[src/rtl/pong_pkg.sv]
// Shared pong definitions: game state codes, BCD score width, default period constants
// and the saturating two-digit BCD increment used by the score register.
package pong_pkg;

    typedef enum logic [2:0] {
        ATTRACT   = 3'd0,
        SERVE     = 3'd1,
        PLAY      = 3'd2,
        PAUSE     = 3'd3,
        MISS      = 3'd4,
        GAME_OVER = 3'd5
    } pong_state_t;

    localparam int BCD_DIGIT_W      = 4;
    localparam int SCORE_W          = 2 * BCD_DIGIT_W;
    localparam int PERIOD_INIT_DEF  = 5000;
    localparam int PERIOD_MIN_DEF   = 1500;
    localparam int PERIOD_STEP_DEF  = 500;

    // Two-digit BCD +1 that holds at 99 instead of rolling over.
    function automatic logic [SCORE_W-1:0] bcd_inc(input logic [SCORE_W-1:0] v);
        logic [BCD_DIGIT_W-1:0] lo;
        logic [BCD_DIGIT_W-1:0] hi;
        lo = v[BCD_DIGIT_W-1:0];
        hi = v[SCORE_W-1:BCD_DIGIT_W];
        if (hi == BCD_DIGIT_W'(9) && lo == BCD_DIGIT_W'(9)) begin
            return v;
        end
        if (lo == BCD_DIGIT_W'(9)) begin
            return {hi + BCD_DIGIT_W'(1), BCD_DIGIT_W'(0)};
        end
        return {hi, lo + BCD_DIGIT_W'(1)};
    endfunction

endpackage

[src/rtl/pong_game_sequencer_if.sv]
// Bundle between the game sequencer (master) and the game engine / board side (slave).
interface pong_game_sequencer_if;
    import pong_pkg::*;

    logic               FRAME_START;
    logic               START_BUTTON;
    logic               PADDLE_HIT;
    logic               BALL_MISS;
    logic               SERVE;
    logic               BALL_RUN;
    logic [15:0]        BALL_PERIOD;
    logic [SCORE_W-1:0] SCORE;
    logic [1:0]         LIVES;
    logic [2:0]         STATE;

    modport master (
        input  FRAME_START, START_BUTTON, PADDLE_HIT, BALL_MISS,
        output SERVE, BALL_RUN, BALL_PERIOD, SCORE, LIVES, STATE
    );

    modport slave (
        output FRAME_START, START_BUTTON, PADDLE_HIT, BALL_MISS,
        input  SERVE, BALL_RUN, BALL_PERIOD, SCORE, LIVES, STATE
    );

endinterface

[src/rtl/pong_button_debounce.sv]
// START button conditioner: 2-FF synchroniser, stability counter, one-cycle press on a
// debounced rising level.
module pong_button_debounce #(
    parameter int DEBOUNCE_CYCLES = 250000
) (
    input  logic VGA_CLOCK,
    input  logic RESET,
    input  logic START_BUTTON,
    output logic press
);
    localparam int CNT_W = $clog2(DEBOUNCE_CYCLES + 1);

    logic [1:0]       sync_reg;
    logic             stable_reg;
    logic [CNT_W-1:0] cnt_reg;
    logic             press_reg;

    // The counter only runs while the synchronised level differs from the accepted one,
    // so any return to the old level before the count completes discards the glitch.
    always_ff @(posedge VGA_CLOCK or posedge RESET) begin
        if (RESET) begin
            sync_reg   <= 2'b00;
            stable_reg <= 1'b0;
            cnt_reg    <= '0;
            press_reg  <= 1'b0;
        end else begin
            sync_reg  <= {sync_reg[0], START_BUTTON};
            press_reg <= 1'b0;
            if (sync_reg[1] != stable_reg) begin
                if (cnt_reg == CNT_W'(DEBOUNCE_CYCLES - 1)) begin
                    stable_reg <= sync_reg[1];
                    cnt_reg    <= '0;
                    press_reg  <= sync_reg[1];
                end else begin
                    cnt_reg <= cnt_reg + CNT_W'(1);
                end
            end else begin
                cnt_reg <= '0;
            end
        end
    end

    assign press = press_reg;

endmodule

[src/rtl/pong_game_sequencer.sv]
// Pong game-flow FSM: serve/play/pause/miss/game-over sequencing, BCD score and lives.
// Define PONG_SPEEDUP_EN to shorten the ball step period every HITS_PER_STEP hits.
module pong_game_sequencer
    import pong_pkg::*;
#(
    parameter int LIVES_INIT      = 3,
    parameter int SERVE_FRAMES    = 60,
    parameter int MISS_FRAMES     = 30,
    parameter int DEBOUNCE_CYCLES = 250000,
    parameter int PERIOD_INIT     = PERIOD_INIT_DEF,
    parameter int PERIOD_MIN      = PERIOD_MIN_DEF,
    parameter int PERIOD_STEP     = PERIOD_STEP_DEF,
    parameter int HITS_PER_STEP   = 4
) (
    input  logic                  VGA_CLOCK,
    input  logic                  RESET,
    pong_game_sequencer_if.master bus
);
    localparam int FRAME_MAX = (SERVE_FRAMES > MISS_FRAMES) ? SERVE_FRAMES : MISS_FRAMES;
    localparam int FRAME_W   = $clog2(FRAME_MAX + 1);

    logic press;

    pong_button_debounce #(
        .DEBOUNCE_CYCLES(DEBOUNCE_CYCLES)
    ) u_debounce (
        .VGA_CLOCK   (VGA_CLOCK),
        .RESET       (RESET),
        .START_BUTTON(bus.START_BUTTON),
        .press       (press)
    );

    pong_state_t        state_reg, state_next;
    logic               serve_reg, serve_next;
    logic               run_reg, run_next;
    logic [SCORE_W-1:0] score_reg, score_next;
    logic [1:0]         lives_reg, lives_next;
    logic [FRAME_W-1:0] frame_cnt_reg, frame_cnt_next;
    logic               new_game;

    always_ff @(posedge VGA_CLOCK or posedge RESET) begin
        if (RESET) begin
            state_reg     <= ATTRACT;
            serve_reg     <= 1'b0;
            run_reg       <= 1'b0;
            score_reg     <= '0;
            lives_reg     <= 2'd0;
            frame_cnt_reg <= '0;
        end else begin
            state_reg     <= state_next;
            serve_reg     <= serve_next;
            run_reg       <= run_next;
            score_reg     <= score_next;
            lives_reg     <= lives_next;
            frame_cnt_reg <= frame_cnt_next;
        end
    end

    always_comb begin
        state_next     = state_reg;
        score_next     = score_reg;
        lives_next     = lives_reg;
        frame_cnt_next = frame_cnt_reg;
        new_game       = 1'b0;
        case (state_reg)
            ATTRACT: begin
                if (press) begin
                    state_next = SERVE;
                    new_game   = 1'b1;
                end
            end
            SERVE: begin
                if (bus.FRAME_START) begin
                    if (frame_cnt_reg == FRAME_W'(SERVE_FRAMES - 1)) begin
                        state_next     = PLAY;
                        frame_cnt_next = '0;
                    end else begin
                        frame_cnt_next = frame_cnt_reg + FRAME_W'(1);
                    end
                end
            end
            PLAY: begin
                // A miss overrides both a coincident hit and a coincident press.
                if (bus.BALL_MISS) begin
                    state_next     = MISS;
                    lives_next     = lives_reg - 2'd1;
                    frame_cnt_next = '0;
                end else begin
                    if (bus.PADDLE_HIT) begin
                        score_next = bcd_inc(score_reg);
                    end
                    if (press) begin
                        state_next = PAUSE;
                    end
                end
            end
            PAUSE: begin
                if (press) begin
                    state_next = PLAY;
                end
            end
            MISS: begin
                if (bus.FRAME_START) begin
                    if (frame_cnt_reg == FRAME_W'(MISS_FRAMES - 1)) begin
                        state_next     = (lives_reg == 2'd0) ? GAME_OVER : SERVE;
                        frame_cnt_next = '0;
                    end else begin
                        frame_cnt_next = frame_cnt_reg + FRAME_W'(1);
                    end
                end
            end
            GAME_OVER: begin
                if (press) begin
                    state_next = SERVE;
                    new_game   = 1'b1;
                end
            end
            default: state_next = ATTRACT;
        endcase
        if (new_game) begin
            score_next     = '0;
            lives_next     = 2'(LIVES_INIT);
            frame_cnt_next = '0;
        end
        serve_next = (state_next == SERVE) && (state_reg != SERVE);
        run_next   = (state_next == PLAY);
    end

`ifdef PONG_SPEEDUP_EN
    localparam int HIT_W = $clog2(HITS_PER_STEP + 1);

    logic             hit_event;
    logic [15:0]      period_reg, period_next;
    logic [HIT_W-1:0] hit_cnt_reg, hit_cnt_next;

    assign hit_event = (state_reg == PLAY) && bus.PADDLE_HIT && !bus.BALL_MISS;

    always_ff @(posedge VGA_CLOCK or posedge RESET) begin
        if (RESET) begin
            period_reg  <= 16'(PERIOD_INIT);
            hit_cnt_reg <= '0;
        end else begin
            period_reg  <= period_next;
            hit_cnt_reg <= hit_cnt_next;
        end
    end

    always_comb begin
        period_next  = period_reg;
        hit_cnt_next = hit_cnt_reg;
        if (new_game) begin
            period_next  = 16'(PERIOD_INIT);
            hit_cnt_next = '0;
        end else if (hit_event) begin
            if (hit_cnt_reg == HIT_W'(HITS_PER_STEP - 1)) begin
                hit_cnt_next = '0;
                // Floor rather than subtract below PERIOD_MIN so the period never wraps.
                if (period_reg >= 16'(PERIOD_MIN + PERIOD_STEP)) begin
                    period_next = period_reg - 16'(PERIOD_STEP);
                end else begin
                    period_next = 16'(PERIOD_MIN);
                end
            end else begin
                hit_cnt_next = hit_cnt_reg + HIT_W'(1);
            end
        end
    end

    assign bus.BALL_PERIOD = period_reg;
`else
    assign bus.BALL_PERIOD = 16'(PERIOD_INIT);
`endif

    assign bus.STATE    = state_reg;
    assign bus.SERVE    = serve_reg;
    assign bus.BALL_RUN = run_reg;
    assign bus.SCORE    = score_reg;
    assign bus.LIVES    = lives_reg;

endmodule

[src/flat_wrapper.sv]
// flat-port wrapper written by rule: the top's interface ports become plain ports
module pong_game_sequencer_flat import pong_pkg::*;
#(
    parameter int LIVES_INIT      = 3,
    parameter int SERVE_FRAMES    = 60,
    parameter int MISS_FRAMES     = 30,
    parameter int DEBOUNCE_CYCLES = 250000,
    parameter int PERIOD_INIT     = PERIOD_INIT_DEF,
    parameter int PERIOD_MIN      = PERIOD_MIN_DEF,
    parameter int PERIOD_STEP     = PERIOD_STEP_DEF,
    parameter int HITS_PER_STEP   = 4
)
  (VGA_CLOCK, RESET, bus_FRAME_START, bus_START_BUTTON, bus_PADDLE_HIT, bus_BALL_MISS, bus_SERVE, bus_BALL_RUN, bus_BALL_PERIOD, bus_SCORE, bus_LIVES, bus_STATE);
  pong_game_sequencer_if bus_i ();
  input  logic VGA_CLOCK;
  input  logic RESET;
  input wire logic [$bits(bus_i.FRAME_START)-1:0] bus_FRAME_START;
  input wire logic [$bits(bus_i.START_BUTTON)-1:0] bus_START_BUTTON;
  input wire logic [$bits(bus_i.PADDLE_HIT)-1:0] bus_PADDLE_HIT;
  input wire logic [$bits(bus_i.BALL_MISS)-1:0] bus_BALL_MISS;
  output wire logic [$bits(bus_i.SERVE)-1:0] bus_SERVE;
  output wire logic [$bits(bus_i.BALL_RUN)-1:0] bus_BALL_RUN;
  output wire logic [$bits(bus_i.BALL_PERIOD)-1:0] bus_BALL_PERIOD;
  output wire logic [$bits(bus_i.SCORE)-1:0] bus_SCORE;
  output wire logic [$bits(bus_i.LIVES)-1:0] bus_LIVES;
  output wire logic [$bits(bus_i.STATE)-1:0] bus_STATE;
  assign bus_i.FRAME_START = bus_FRAME_START;
  assign bus_i.START_BUTTON = bus_START_BUTTON;
  assign bus_i.PADDLE_HIT = bus_PADDLE_HIT;
  assign bus_i.BALL_MISS = bus_BALL_MISS;
  assign bus_SERVE = bus_i.SERVE;
  assign bus_BALL_RUN = bus_i.BALL_RUN;
  assign bus_BALL_PERIOD = bus_i.BALL_PERIOD;
  assign bus_SCORE = bus_i.SCORE;
  assign bus_LIVES = bus_i.LIVES;
  assign bus_STATE = bus_i.STATE;
  pong_game_sequencer #(.LIVES_INIT(LIVES_INIT), .SERVE_FRAMES(SERVE_FRAMES), .MISS_FRAMES(MISS_FRAMES), .DEBOUNCE_CYCLES(DEBOUNCE_CYCLES), .PERIOD_INIT(PERIOD_INIT), .PERIOD_MIN(PERIOD_MIN), .PERIOD_STEP(PERIOD_STEP), .HITS_PER_STEP(HITS_PER_STEP)) u_core (.VGA_CLOCK(VGA_CLOCK), .RESET(RESET), .bus(bus_i));
endmodule
[config.mk]
export PLATFORM = sky130hd
export DESIGN_NAME = pong_game_sequencer_flat
export DESIGN_NICKNAME = d
export VERILOG_FILES = /design/src/rtl/pong_pkg.sv /design/src/rtl/pong_game_sequencer_if.sv /design/src/rtl/pong_button_debounce.sv /design/src/rtl/pong_game_sequencer.sv /design/src/flat_wrapper.sv
export SDC_FILE = /design/constraint.sdc
export NUM_CORES = 1
export LEC_CHECK = 0
export ABC_AREA = 1
export BUFFER_PORTS_ARGS = -buffer_cell sky130_fd_sc_hd__buf_2
export CAP_MARGIN = 20
export CORE_AREA = 10 10 98 100
export DETAILED_ROUTE_END_ITERATION = 7
export DIE_AREA = 0 0 108 110
export GPL_ROUTABILITY_DRIVEN = 0
export REMOVE_ABC_BUFFERS = 1
export SETUP_SLACK_MARGIN = 0.3
export SLEW_MARGIN = 10
export SYNTH_ARGS = -nofsm -noshare
export SYNTH_HDL_FRONTEND = slang
export SYNTH_HIERARCHICAL = 1
export SYNTH_SLANG_ARGS = --single-unit
[constraint.sdc]
create_clock -name VGA_CLOCK -period 2.25 [get_ports VGA_CLOCK]
set_input_delay 0 -clock VGA_CLOCK [delete_from_list [all_inputs] [get_ports VGA_CLOCK]]
set_output_delay 0 -clock VGA_CLOCK [all_outputs]
set_load 0.005 [all_outputs]
* Yosys cells after proc, flatten, opt, wreduce, memory -nomap -nowiden
Cells that the tools add are included.
** Storage, ports and cells
- Register bits after elaboration :: 43
- Input bits :: 6
- Output and inout port bits :: 31
- Word-level logic and storage cells :: 92
** Cells by class
- Add/subtract/negate cells :: 5
- Equal/unequal tests :: 18
- Multiplexer cells :: 43
- Reduce and logical (&&, ||, !) cells :: 15
** Operator list (count)
- $mux W8 :: 8
- $mux W18 :: 2
- $mux W6 :: 6
- $mux W3 :: 9
- $add A18 B1 Y18 const B :: 1
- $eq A18 B18 Y1 const B :: 1
- $pmux W6 S3 :: 1
- $pmux W3 S5 :: 1
- $mux W1 :: 13
- $eq A3 B2 Y1 const B :: 3
- $ne A3 B2 Y1 const B :: 3
- $add A4 B1 Y4 const B :: 2
- $eq A4 B4 Y1 const B :: 2
- $reduce_and A4 Y1 :: 2
- $add A6 B1 Y6 const B :: 1
- $eq A3 B1 Y1 const B :: 2
- $eq A3 B3 Y1 const B :: 2
- $eq A6 B5 Y1 const B :: 1
- $eq A6 B6 Y1 const B :: 1
- $mux W2 :: 3
- $reduce_bool A2 Y1 :: 3
- $reduce_and A2 Y1 :: 2
- $reduce_bool A4 Y1 :: 1
- $logic_not A3 Y1 :: 1
- 9 further kinds :: 10

* Depth between registers and ports, before layout
Gate-level depths: netlist (run 1).
- Depth after elaboration :: 16
- Gate-level depth with buffers :: 9
- Gate-level depth less buffers :: 9

* Cells and area by module
Netlist (run 1), hierarchy kept.
** By module, submodules not included
- pong_game_sequencer :: times used 1, cells each 209, area an instance 1614.0 um^2, seq. area each 525.5 um^2
- pong_button_debounce :: times used 1, cells each 139, area an instance 1158.6 um^2, seq. area each 550.5 um^2

* Least setup slack after synthesis (run 1)
Ideal clock, no wire load.
- Path type :: reg-to-reg
- Start :: reg u_core.state_reg[0], in the netlist u_core/bus.STATE[0]
- End :: reg u_core.score_reg[4], in the netlist u_core/bus.SCORE[4]
- Arrival :: 1219 ps
- Required time :: 2127 ps
- Setup slack :: 908 ps
- Cell stages (with the launch flop) :: 9
- Period minus slack after synthesis :: 1342 ps
- Cells stage by stage :: dfrtp_1 > inv_2 > nand3_4 > nor2_4 > nand2_2 > nor2_8 > nand2_4 > nand3_1 > o21ai_2
** On the way
- Word-level cells in the longest chain between the ends :: 5
- Elaborated cells between the ends (all ways) :: 11
** Ends and longest elaborated chain
- start: declaration :: RTL line pong_game_sequencer.sv:33 : pong_state_t state_reg, state_next;
- start signal: assignment :: RTL line pong_game_sequencer.sv:50 : state_reg <= state_next;
- $eq A3 B3 Y1 / $logic_not A3 Y1 (equally long branches) :: RTL line pong_game_sequencer.sv:65 : case (state_reg)
- $reduce_or A2 Y1 (no source line)
- $mux W1
- $ne A2 B1 Y1 (no source line), or another cell as far along
- $reduce_and A4 Y1 (no source line)
- end signal: assignment :: RTL line pong_game_sequencer.sv:53 : score_reg <= score_next;
- end: declaration :: RTL line pong_game_sequencer.sv:36 : logic [SCORE_W-1:0] score_reg, score_next;
Several ways; a longest one is shown, not always the timed one.
A chain may end at the register's enable or synchronous reset.

* Final worst setup path (run 1)
- Start :: reg u_core.frame_cnt_reg[0]
- End :: reg u_core.run_reg, in the netlist u_core/bus.BALL_RUN
** On the way
- Word-level cells in the longest chain between the ends :: 5
- Elaborated cells between the ends (all ways) :: 8
** Ends and longest elaborated chain
- start: declaration :: RTL line pong_game_sequencer.sv:38 : logic [FRAME_W-1:0] frame_cnt_reg, frame_cnt_next;
- start signal: assignment :: RTL line pong_game_sequencer.sv:55 : frame_cnt_reg <= frame_cnt_next;
- $eq A6 B5 Y1 / $eq A6 B6 Y1 (equally long branches) :: RTL line pong_game_sequencer.sv:104, pong_game_sequencer.sv:74
- $mux W3, on equally long branches :: RTL line pong_game_sequencer.sv:104, pong_game_sequencer.sv:74
- $mux W3, on equally long branches :: RTL line pong_game_sequencer.sv:103, pong_game_sequencer.sv:73
- $pmux W3 S5 * :: RTL line pong_game_sequencer.sv:65
- via u_core.state_next[0] :: RTL line pong_game_sequencer.sv:33
- $eq A3 B2 Y1 * :: RTL line pong_game_sequencer.sv:126 : run_next = (state_next == PLAY);
- via u_core.run_next :: RTL line pong_game_sequencer.sv:35 : logic run_reg, run_next;
- end signal: assignment :: RTL line pong_game_sequencer.sv:52 : run_reg <= run_next;
- end: declaration :: RTL line pong_game_sequencer.sv:35
Mark *: on every way through the listed nets, which the timed path passes. The rest lies on a longest branch.

==> results.toml, run 1 <==
[outcome]
status = "completed"

[sta]
min_period_ps = 1530
finalHoldViolCount = 0
setup_violations = 0
period_share_pct = 67.8
max_slew_margin_pct = 44.3
worstMarginPinSlew_ps = 834
rsz0062_at_grt = "no"
drv_slew = 0
tns_ps = 0
setup_ws_ps = 725
clock.fmax_mhz = 656
finClkSkew_ps = 5.92

[placement]
portBuffers = 20
hpwl_um = 4320
post-place-ws_ps = 731

[worst_setup_path]
path_class = "reg2reg"
path_cells = "ha_1 > nand2_1 > nand3b_1 > o21ai_0 > nand3_1 > nor2_1"
cp_slowest_cell = "dfrtp_1"
cp.buffers_inverters = 0
reg2reg_from = "u_core/frame_cnt_reg[0]"
cp-end-kind = "register"
path_max_fanout = 6
critPathLaunch = "u_core/frame_cnt_reg[0]"
crit_arrival_ps = 1750
cp-start-kind = "register"
required_ps = 2480
critical_path.top_delay_family = "simple AND/OR/NAND/NOR gates"
max_stage_delay_ps = 460

[routing]
drc_errors = 0
drtIter0Drc = 79
ant_nets = 0
vias_per_cell = 4.59
drt-pass1-iter-count = 4
num_vias = 2187
post_drt_wl_per_cell_um = 11.7
drt-total-wl_um = 5590

[min_path]
hp-start = "bus_FRAME_START"
min-delay-path-class = "in2reg"

[synth]
yosys.area.top_type = "dfrtp_1"
synth-main-ff-cell = "dfrtp_1"
syn-instance-count = 348
ys_seq_area_share_pct = 38.8
avgSynthCellArea_sq_um = 7.97
yosys_register_bits = 43
synthTopCellsByArea = "dfrtp_1 (39%), nand2_1 (11%), nor2_1 (6.1%), nand3_1 (4.9%), inv_1 (4.7%)"
ys_types = 36
synth_top_area_share_pct = 38.8
async_flop_share_pct = 100
synth_edf_count = 0
synth.cell_area_sq_mm = 0.00277
yosysWarningCount = 6

[power_and_ir_drop]
ir_worst_vdd_mv = 0.295
static-leakage-power_nw = 1.54
power.density_mw_per_mm2 = 691

[floorplanning]
die-area_sq_mm = 0.0119
fp.dieW_um = 108
coreArea_sq_mm = 0.00765
start_util_pct = 36.3
die_h_um = 110
rows = 32
io_pins = 37

[clocking]
clk_pin_slew_ps = 90
clock_sinks = 43
htree_levels = 2
clockBufferDepth = 2
cts_root_buffer = "clkbuf_8"
cts_setup_buffers = 0
cts_tree = "done"
clk_latency_ps = 300
numCtsBuffers = 5

[global_route]
grt_pass1_wl_um = 9670
gr-total-overflow = 0
grt_pass1_vias = 2158
track_usage_pct = 9.83
grt_antenna_before_repair = 0
grt_max_degree = 23

[layout]
final_net_count = 385
final_util_pct = 39.6
layout_common_cells = "nand2_1 (80), nor2_1 (45), dfrtp_1 (43)"
antenna_cells = 0
syn2layout_area_growth_pct = 9.25
final_common_cell = "nand2_1"
largest_reg_flops = 18
drive_above_1_share_pct = 19.3

[flow_run]
cap_violations = 0
## routing by layer
metal  track usage, %  vias to the layer above  wire length (um)
li1                 -                     1122                 -
met1             11.6                     1018              2570
met2             17.1                       40              2660
met3             2.32                        7               291
met4             3.63                        0                65
met5                0                        -                 0
## power by group
group          internal (mW)  switching (mW)
Combinational          0.234           0.388
Sequential             0.853           0.111
Clock                  0.222           0.286
## Yosys cell counts, types with 2 or more instances
master    count
o21ai_2       3
a21oi_2       2
ha_1          6
inv_1        35
a21oi_1       3
nor2_2        5
dfrtp_1      43
nand3b_1      3
nor2_1       45
nor3_1        3
buf_4        16
nand4_1      15
xnor2_1       4
nand2_1      80
nand2_2       7
nand3_1      27
xor2_1        9
nor2_4        6
nand2_4       5
o21bai_1      2
o21ai_0       4
nand3_2       3
conb_1        2
nor2_8        3
inv_2         6
## metrics by stage
step / total power [mW] / cell area, sq um / hold WS (ps) / std cells
3_5_place_dp: 1.60 / 2920 / 110 / 466
2_1_floorplan: 1.45 / 2690 / -23.5 / 344
5_1_grt: 2.26 / 3030 / 115 / 476
3_3_place_gp: 1.59 / 2920 / 109 / 466
4_1_cts: 2.13 / 3030 / 65.4 / 476
6_report: 2.09 / 3030 / 72.7 / 476
## logic make-up (layout without fill, tap and decap cells)
logic type | count (synthesis) | after routing | share of synthesized area (%)
AND/OR/NAND/NOR | 204 | 204 | 38.3
adder cells (fa/ha/maj) | 6 | 6 | 2.71
flip-flops | 43 | 43 | 38.8
other | 2 | 16 | 0.271
XOR/XNOR | 14 | 14 | 4.69
buffers and inverters | 61 | 73 | 10.8
AO/OA/AOI/OAI | 18 | 18 | 4.38
## tightest hold or removal path: stages
cell and delay [ps]:
buf_2 120, nand4_1 90, nand2_1 50, inv_1 40, nor2_1 40
## cell type report
cell class                 instances  area, sq um
multi-input combinational        258         1450
tap                              102          128
sequential                        43         1080
fill                             779         4620
inverter                          43          164
timing repair buffer              22          120
clock inverter                     3         23.8
clock buffer                       5         68.8
## what timing repair did
item / 4_1_cts / 5_1_grt
gates resized for setup: 0 / 0
endpoints found under the hold margin: 44 / 0
hold buffers: 2 / 0
## final timing paths
kind / endpoint / slack (ps) / cells after the start
max in group asynchronous: u_core/u_debounce/cnt_reg[16] / 1320 / 3
worst min register to register: u_core/u_debounce/sync_reg[1] / 350 / 0
worst min-delay path: u_core/bus.SERVE / 70 / 5
min in group asynchronous: u_core/frame_cnt_reg[1] / 410 / 3
worst max register to register: u_core/bus.BALL_RUN / 720 / 6
worst max-delay path: u_core/bus.BALL_RUN / 720 / 6
Note: power is estimated with default switching activity, not from simulation.
==> inputs of run 2 (changes only) <==
==> constraint.sdc (replaced) <==
create_clock -name VGA_CLOCK -period 1.4 [get_ports VGA_CLOCK]
set_input_delay 0 -clock VGA_CLOCK [delete_from_list [all_inputs] [get_ports VGA_CLOCK]]
set_output_delay 0 -clock VGA_CLOCK [all_outputs]
set_load 0.005 [all_outputs]
==> run 2 against run 1 <==
Compared with the run above:
- the run now ends with negative setup slack left
- hold slack improved by 14 ps
- setup slack got worse by 730 ps
- clock power increased by 66%
- die area unchanged
- design area increased by 31%
- utilization increased by 12 points
- sequential cell count unchanged
- sequential share of layout area decreased by 8.3 points
- combinational power increased to 2.5 times the previous value
- critical path depth increased by 2
- largest power group is now combinational logic
==> results.toml, run 2 (synthesis gave the netlist of run 1 again) <==
[power_and_ir_drop]
power_frac_comb_pct = 39.9
clockPowerShare_pct = 21.6
static-leakage-power_nw = 1.98
ir_worst_vdd_mv = 0.396
intPower_mw = 2.48
p_seq_share_pct = 38.5
power.density_mw_per_mm2 = 986
net-switching-power_mw = 1.44
switching_share_pct = 36.7

[floorplanning]
coreArea_sq_mm = 0.00765
fp.dieW_um = 108
io_pins = 37
start_util_pct = 36.3
rows = 32
die_h_um = 110
die-area_sq_mm = 0.0119

[flow_run]
cap_violations = 0

[clocking]
numCtsBuffers = 5
htree_levels = 2
clockBufferDepth = 2
cts_root_buffer = "clkbuf_8"
cts_tree = "done"
clk_latency_ps = 290
clk_pin_slew_ps = 90
clock_sinks = 43

[worst_setup_path]
cp-start-kind = "register"
cp-end-kind = "register"
path_max_fanout = 6
path_class = "reg2reg"
required_ps = 1590
crit_arrival_ps = 1590

[routing]
drt-pass1-iter-count = 4
num_vias = 2522
vias_per_cell = 4.69
drtIter0Drc = 82
drc_errors = 0
ant_nets = 0
post_drt_wl_per_cell_um = 12.7
drt-total-wl_um = 6850

[global_route]
grt_pass1_wl_um = 11100
track_usage_pct = 11.1
grt_max_degree = 23
grt_pass1_vias = 2426
gr-total-overflow = 0
grt_antenna_before_repair = 0

[layout]
largest_reg_flops = 18
fin_cells = 538
multi_input_area_sq_mm = 0.00186
syn2layout_area_growth_pct = 43.2
drive_above_1_share_pct = 45.6
final_common_cell = "nand2_1"
final_util_pct = 51.9
seqCellArea_sq_mm = 0.00108
num-fill-cells = 710
final_net_count = 447
layout_common_cells = "nand2_1 (72), buf_4 (49), dfrtp_1 (39)"
antenna_cells = 0

[sta]
finClkSkew_ps = 12.4
timing.hold.ws_ps = 86.9
setup_violations = 1
rsz0062_at_grt = "yes"
setup_ws_ps = -1.40
clock.fmax_mhz = 714
finalHoldViolCount = 0
drv_slew = 0
period_share_pct = 100
min_period_ps = 1400

[placement]
portBuffers = 20
hpwl_um = 4510
dp.cells = 490

[min_path]
min-delay-path-class = "in2reg"

[outcome]
status = "complete, but fails checks"
violations = "negative setup slack"
[run 2: cell count changes in the layout (fill, tap and decap cells not counted), moves of 8 or more]
| cell | previous run | this run |
|---|---|---|
| nand3_1 | 27 | 15 |
| nor2_1 | 45 | 28 |
| inv_2 | 6 | 14 |
| buf_6 | 0 | 10 |
| nand2_1 | 80 | 72 |
| nand3_2 | 3 | 11 |
| nor2_4 | 6 | 20 |
| buf_4 | 0 | 49 |
| inv_1 | 35 | 25 |
[run 2: path summary, 6_finish.rpt]
kind | startpoint | to | slack (ps) | cells past startpoint
max in group asynchronous | RESET | u_core/u_debounce/cnt_reg[7] | 870 | 4
setup reg to reg | u_core/bus.STATE[2] | u_core/bus.SCORE[6] | -1 | 8
min in group asynchronous | RESET | u_core/frame_cnt_reg[0] | 280 | 4
hold reg to reg | u_core/u_debounce/sync_reg[0] | u_core/u_debounce/sync_reg[1] | 360 | 0
setup / recovery | u_core/bus.STATE[2] | u_core/bus.SCORE[6] | -1 | 8
hold / removal | bus_FRAME_START | u_core/bus.SERVE | 90 | 5
[run 2: power groups by stage]
| stage | combinational (mW) | clock (mW) | sequential [mW] |
|---|---|---|---|
| after detailed placement | 1.10 | 0 | 1.54 |
| after global routing | 1.73 | 0.933 | 1.53 |
| after floorplan | 0.798 | 0 | 1.53 |
| after global placement | 1.08 | 0 | 1.54 |
| final | 1.56 | 0.844 | 1.51 |
| after CTS | 1.40 | 0.885 | 1.50 |
[run 2: through the flow]
step	instance area [sq um]	TNS [ps]	power (mW)	setup WS (ps)
2_1_floorplan	2690	0	2.33	58.1
5_1_grt	3970	-724	4.19	-94.1
3_3_place_gp	3100	0	2.62	13.8
4_1_cts	3630	0	3.79	22.4
3_5_place_dp	3100	-215	2.64	-31.6
6_report	3970	-1.40	3.91	-1.40
[run 2: worst max-delay path, stage by stage, from the launching register on]
cell	delay [ps]
dfrtp_1	410
inv_2	130
nand3_4	110
nor2_4	150
nand2_4	100
nor2_8	180
nand2_4	100
nand3_1	80
nand2_1	60
[run 2: cell type report]
| cell class | instances | area share (%) |
|---|---|---|
| Clock inverter | 2 | 0.410 |
| Sequential cell | 43 | 27.2 |
| Tap cell | 102 | 3.21 |
| Inverter | 43 | 4.51 |
| Timing Repair Buffer | 82 | 15.6 |
| Multi-Input combinational cell | 260 | 46.9 |
| Clock buffer | 6 | 2.08 |
[run 2: layer usage]
metal,vias up,GRT usage [%],share of wire [%]
met4,0,3.15,1.1
met5,-,0,0
met3,8,2.38,4.7
li1,1253,-,-
met2,46,19.1,52
met1,1215,13.8,42
[run 2: what timing repair did]
action / in CTS / in global routing
endpoints found under the hold margin: 44 / 0
hold buffers: 2 / 0
setup endpoints to repair: 39 / 40
setup buffers: 20 / 16
pin swaps: 27 / 44
resized for setup: 61 / 56
gates cloned: 2 / 0
==> inputs of run 3 (changes only) <==
--- a/config.mk
+++ b/config.mk
@@ -5,13 +5,13 @@
 export SDC_FILE = /design/constraint.sdc
 export NUM_CORES = 1
 export LEC_CHECK = 0
-export ABC_AREA = 1
 export BUFFER_PORTS_ARGS = -buffer_cell sky130_fd_sc_hd__buf_2
 export CAP_MARGIN = 20
-export CORE_AREA = 10 10 98 100
+export CORE_AREA = 10 10 94 96
 export DETAILED_ROUTE_END_ITERATION = 7
-export DIE_AREA = 0 0 108 110
+export DIE_AREA = 0 0 104 106
 export GPL_ROUTABILITY_DRIVEN = 0
+export HOLD_SLACK_MARGIN = 0.12
 export REMOVE_ABC_BUFFERS = 1
 export SETUP_SLACK_MARGIN = 0.3
 export SLEW_MARGIN = 10
==> run 3 against run 2 <==
Compared with the run above:
- the run still ends with negative setup slack left
- synthesized cell count is 25% lower
- design area decreased by 11%
- sequential power about the same
- combinational power fell by 20%
- first-iteration DRC count down 34%
- global-route usage grew 0.088 points
- die area decreased by 7.2%
- setup slack got worse by 390 ps
- via count fell by 12%
- critical endpoint is now u_core/u_debounce/stable_reg
==> results.toml, run 3 <==
[outcome]
status = "complete, but fails checks"
violations = "negative setup slack"

[routing]
drt-pass1-iter-count = 4
drc_errors = 0
post_drt_wl_per_cell_um = 12.7
drtIter0Drc = 54
drt-total-wl_um = 5950
ant_nets = 0
vias_per_cell = 4.73
num_vias = 2219

[global_route]
track_usage_pct = 11.2
grt_pass1_wl_um = 10600
grt_antenna_before_repair = 0
grt_pass1_vias = 2326
gr-total-overflow = 0
grt_max_degree = 23

[sta]
rsz0062_at_grt = "yes"
min_period_ps = 1790
tns_ps = -8790
setup_violations = 40
finalHoldViolCount = 0
finClkSkew_ps = 13.2
clock.fmax_mhz = 558
setup_ws_ps = -392
period_share_pct = 128
drv_slew = 0

[layout]
final_common_cell = "buf_4"
final_net_count = 382
largest_reg_flops = 18
layout_common_cells = "buf_4 (80), dfrtp_1 (42), nand2_1 (24)"
final_cell_area_sq_mm = 0.00354
drive_above_1_share_pct = 41.4
num-fill-cells = 677
syn2layout_area_growth_pct = 41.6
antenna_cells = 0

[worst_setup_path]
critPathLaunch = "u_core/u_debounce/cnt_reg[13]"
path_max_fanout = 3
r2r_cells = 4
max_stage_delay_ps = 550
path_class = "reg2reg"
cp.buffers_inverters = 0
cp.depth = 4
critical_path.top_delay_family = "simple AND/OR/NAND/NOR gates"
cp-start-kind = "register"
cp_slowest_cell = "or4_4"
path_cells = "nor4b_2 > nand4_2 > or4_4 > mux2_4"
reg2reg_from = "u_core/u_debounce/cnt_reg[13]"
required_ps = 1580
crit_arrival_ps = 1970
cp-end-kind = "register"

[synth]
async_flop_share_pct = 100
synth_edf_count = 0
synth_top_area_share_pct = 43.0
yosys.area.top_type = "dfrtp_1"
synth_most_common_cell = "dfrtp_1"
synth-main-ff-cell = "dfrtp_1"
synthTopCellsByCount = "dfrtp_1 (43), nand2_1 (25), nor2_1 (22)"
avgSynthCellArea_sq_um = 9.58
ys_types = 53
ys_seq_area_share_pct = 43.0
yosysWarningCount = 6
yosys_register_bits = 43
synth.cell_area_sq_mm = 0.00250
syn-instance-count = 261
synthTopCellsByArea = "dfrtp_1 (43%), buf_4 (6.3%), nand2_1 (3.8%), nor2_1 (3.3%), ha_1 (3.0%)"

[clocking]
htree_levels = 2
numCtsBuffers = 5
clock_sinks = 43
clockBufferDepth = 2
cts_tree = "done"
cts_root_buffer = "clkbuf_8"
clk_latency_ps = 290
clk_pin_slew_ps = 90

[min_path]
hold_depth = 4
hp-start = "bus_FRAME_START"
min-delay-path-class = "in2reg"

[placement]
placed_area_sq_mm = 0.00318
post-place-ws_ps = -437
hpwl_um = 4370
portBuffers = 20

[floorplanning]
rows = 31
coreArea_sq_mm = 0.00706
die_h_um = 106
io_pins = 37
die-area_sq_mm = 0.0110
fp.dieW_um = 104
start_util_pct = 35.4

[power_and_ir_drop]
static-leakage-power_nw = 1.65
ir_worst_vdd_mv = 0.545
power.density_mw_per_mm2 = 1030
power_frac_comb_pct = 34.1
clockPowerShare_pct = 25.5
switching_share_pct = 30.8
intPower_mw = 2.54
fin_total_pwr_mw = 3.66
net-switching-power_mw = 1.13
p_seq_share_pct = 40.4

[flow_run]
cap_violations = 0
-- run 3: changes by cell type in the layout (fill, tap and decap cells not counted), sizes merged, moves of 4 or more --
cell	previous run	this run
nand2	93	25
nor3	3	7
nor3b	0	5
buf	80	109
or4	0	4
nand4	15	10
a21oi	5	12
nand3	31	14
or3	0	4
inv	42	9
and3	0	4
nor2	60	23
-- run 3: cell families (layout without fill, tap and decap cells) --
kind of cell	after synthesis	in the layout	synth area share, %
adders and majority gates	6	6	3.00
xor gates and xnor gates	15	15	5.55
AOI/OAI and AO/OA	42	42	12.2
other	2	16	0.300
buffers and inverters	35	130	8.55
muxes	4	4	1.90
and+or+nand+nor	114	114	25.5
DFF	43	43	43.0
-- run 3: cell type report --
class	instances	area, sq um	area share [%]
inverters	9	33.8	0.954
repair buffers	114	852	24.1
clock buffers	6	72.6	2.05
clock inverters	1	30.0	0.848
well taps	99	124	3.50
flip-flops and latches	43	1080	30.4
multi-input cells	197	1350	38.2
-- run 3: what timing repair did --
action                                 in CTS  in global routing
pin swaps                                  15                  3
cloned                                      1                  0
resized for setup                          22                  9
hold buffers                                5                  0
setup endpoints to repair                  41                 41
endpoints found under the hold margin      48                  0
setup buffers                               7                  4
-- run 3: final timing paths --
path / to / slack (ps)
worst max-delay path: u_core/u_debounce/stable_reg / -390
worst min-delay path: u_core/bus.SERVE / 170
worst max register to register: u_core/u_debounce/stable_reg / -390
worst min register to register: u_core/u_debounce/sync_reg[1] / 350
max in group asynchronous: u_core/frame_cnt_reg[0] / 850
min in group asynchronous: u_core/frame_cnt_reg[4] / 290
-- run 3: through the flow --
step           util (%)  instances  hold WS, ps
4_1_cts            49.2        465          150
2_1_floorplan         -        249        -23.5
3_5_place_dp       45.0        445         67.6
3_3_place_gp       45.0        445         57.9
5_1_grt            50.2        469          160
6_report           50.2        469          170
-- run 3: tightest hold or removal path: cells and delay by family --
kind                   cells  cell delay, ps
AO/OA/AOI/OAI              2             230
buffers and inverters      1             120
AND/OR/NAND/NOR            1              80
-- run 3: layer usage --
layer | global-route usage [%] | vias up | share of wire, %
li1 | - | 1117 | -
met1 | 12.5 | 1062 | 45
met2 | 20.0 | 32 | 49
met3 | 3.38 | 8 | 4.6
met4 | 3.88 | 0 | 1.1
met5 | 0 | - | 0
-- run 3: power by group through the flow --
| stage | clock network (mW) | logic (mW) | registers, mW |
|---|---|---|---|
| 3_3_place_gp | 0 | 1.10 | 1.48 |
| 3_5_place_dp | 0 | 1.12 | 1.48 |
| 4_1_cts | 0.974 | 1.21 | 1.48 |
| 5_1_grt | 1.03 | 1.38 | 1.50 |
| 2_1_floorplan | 0 | 0.538 | 1.53 |
| 6_report | 0.933 | 1.25 | 1.48 |
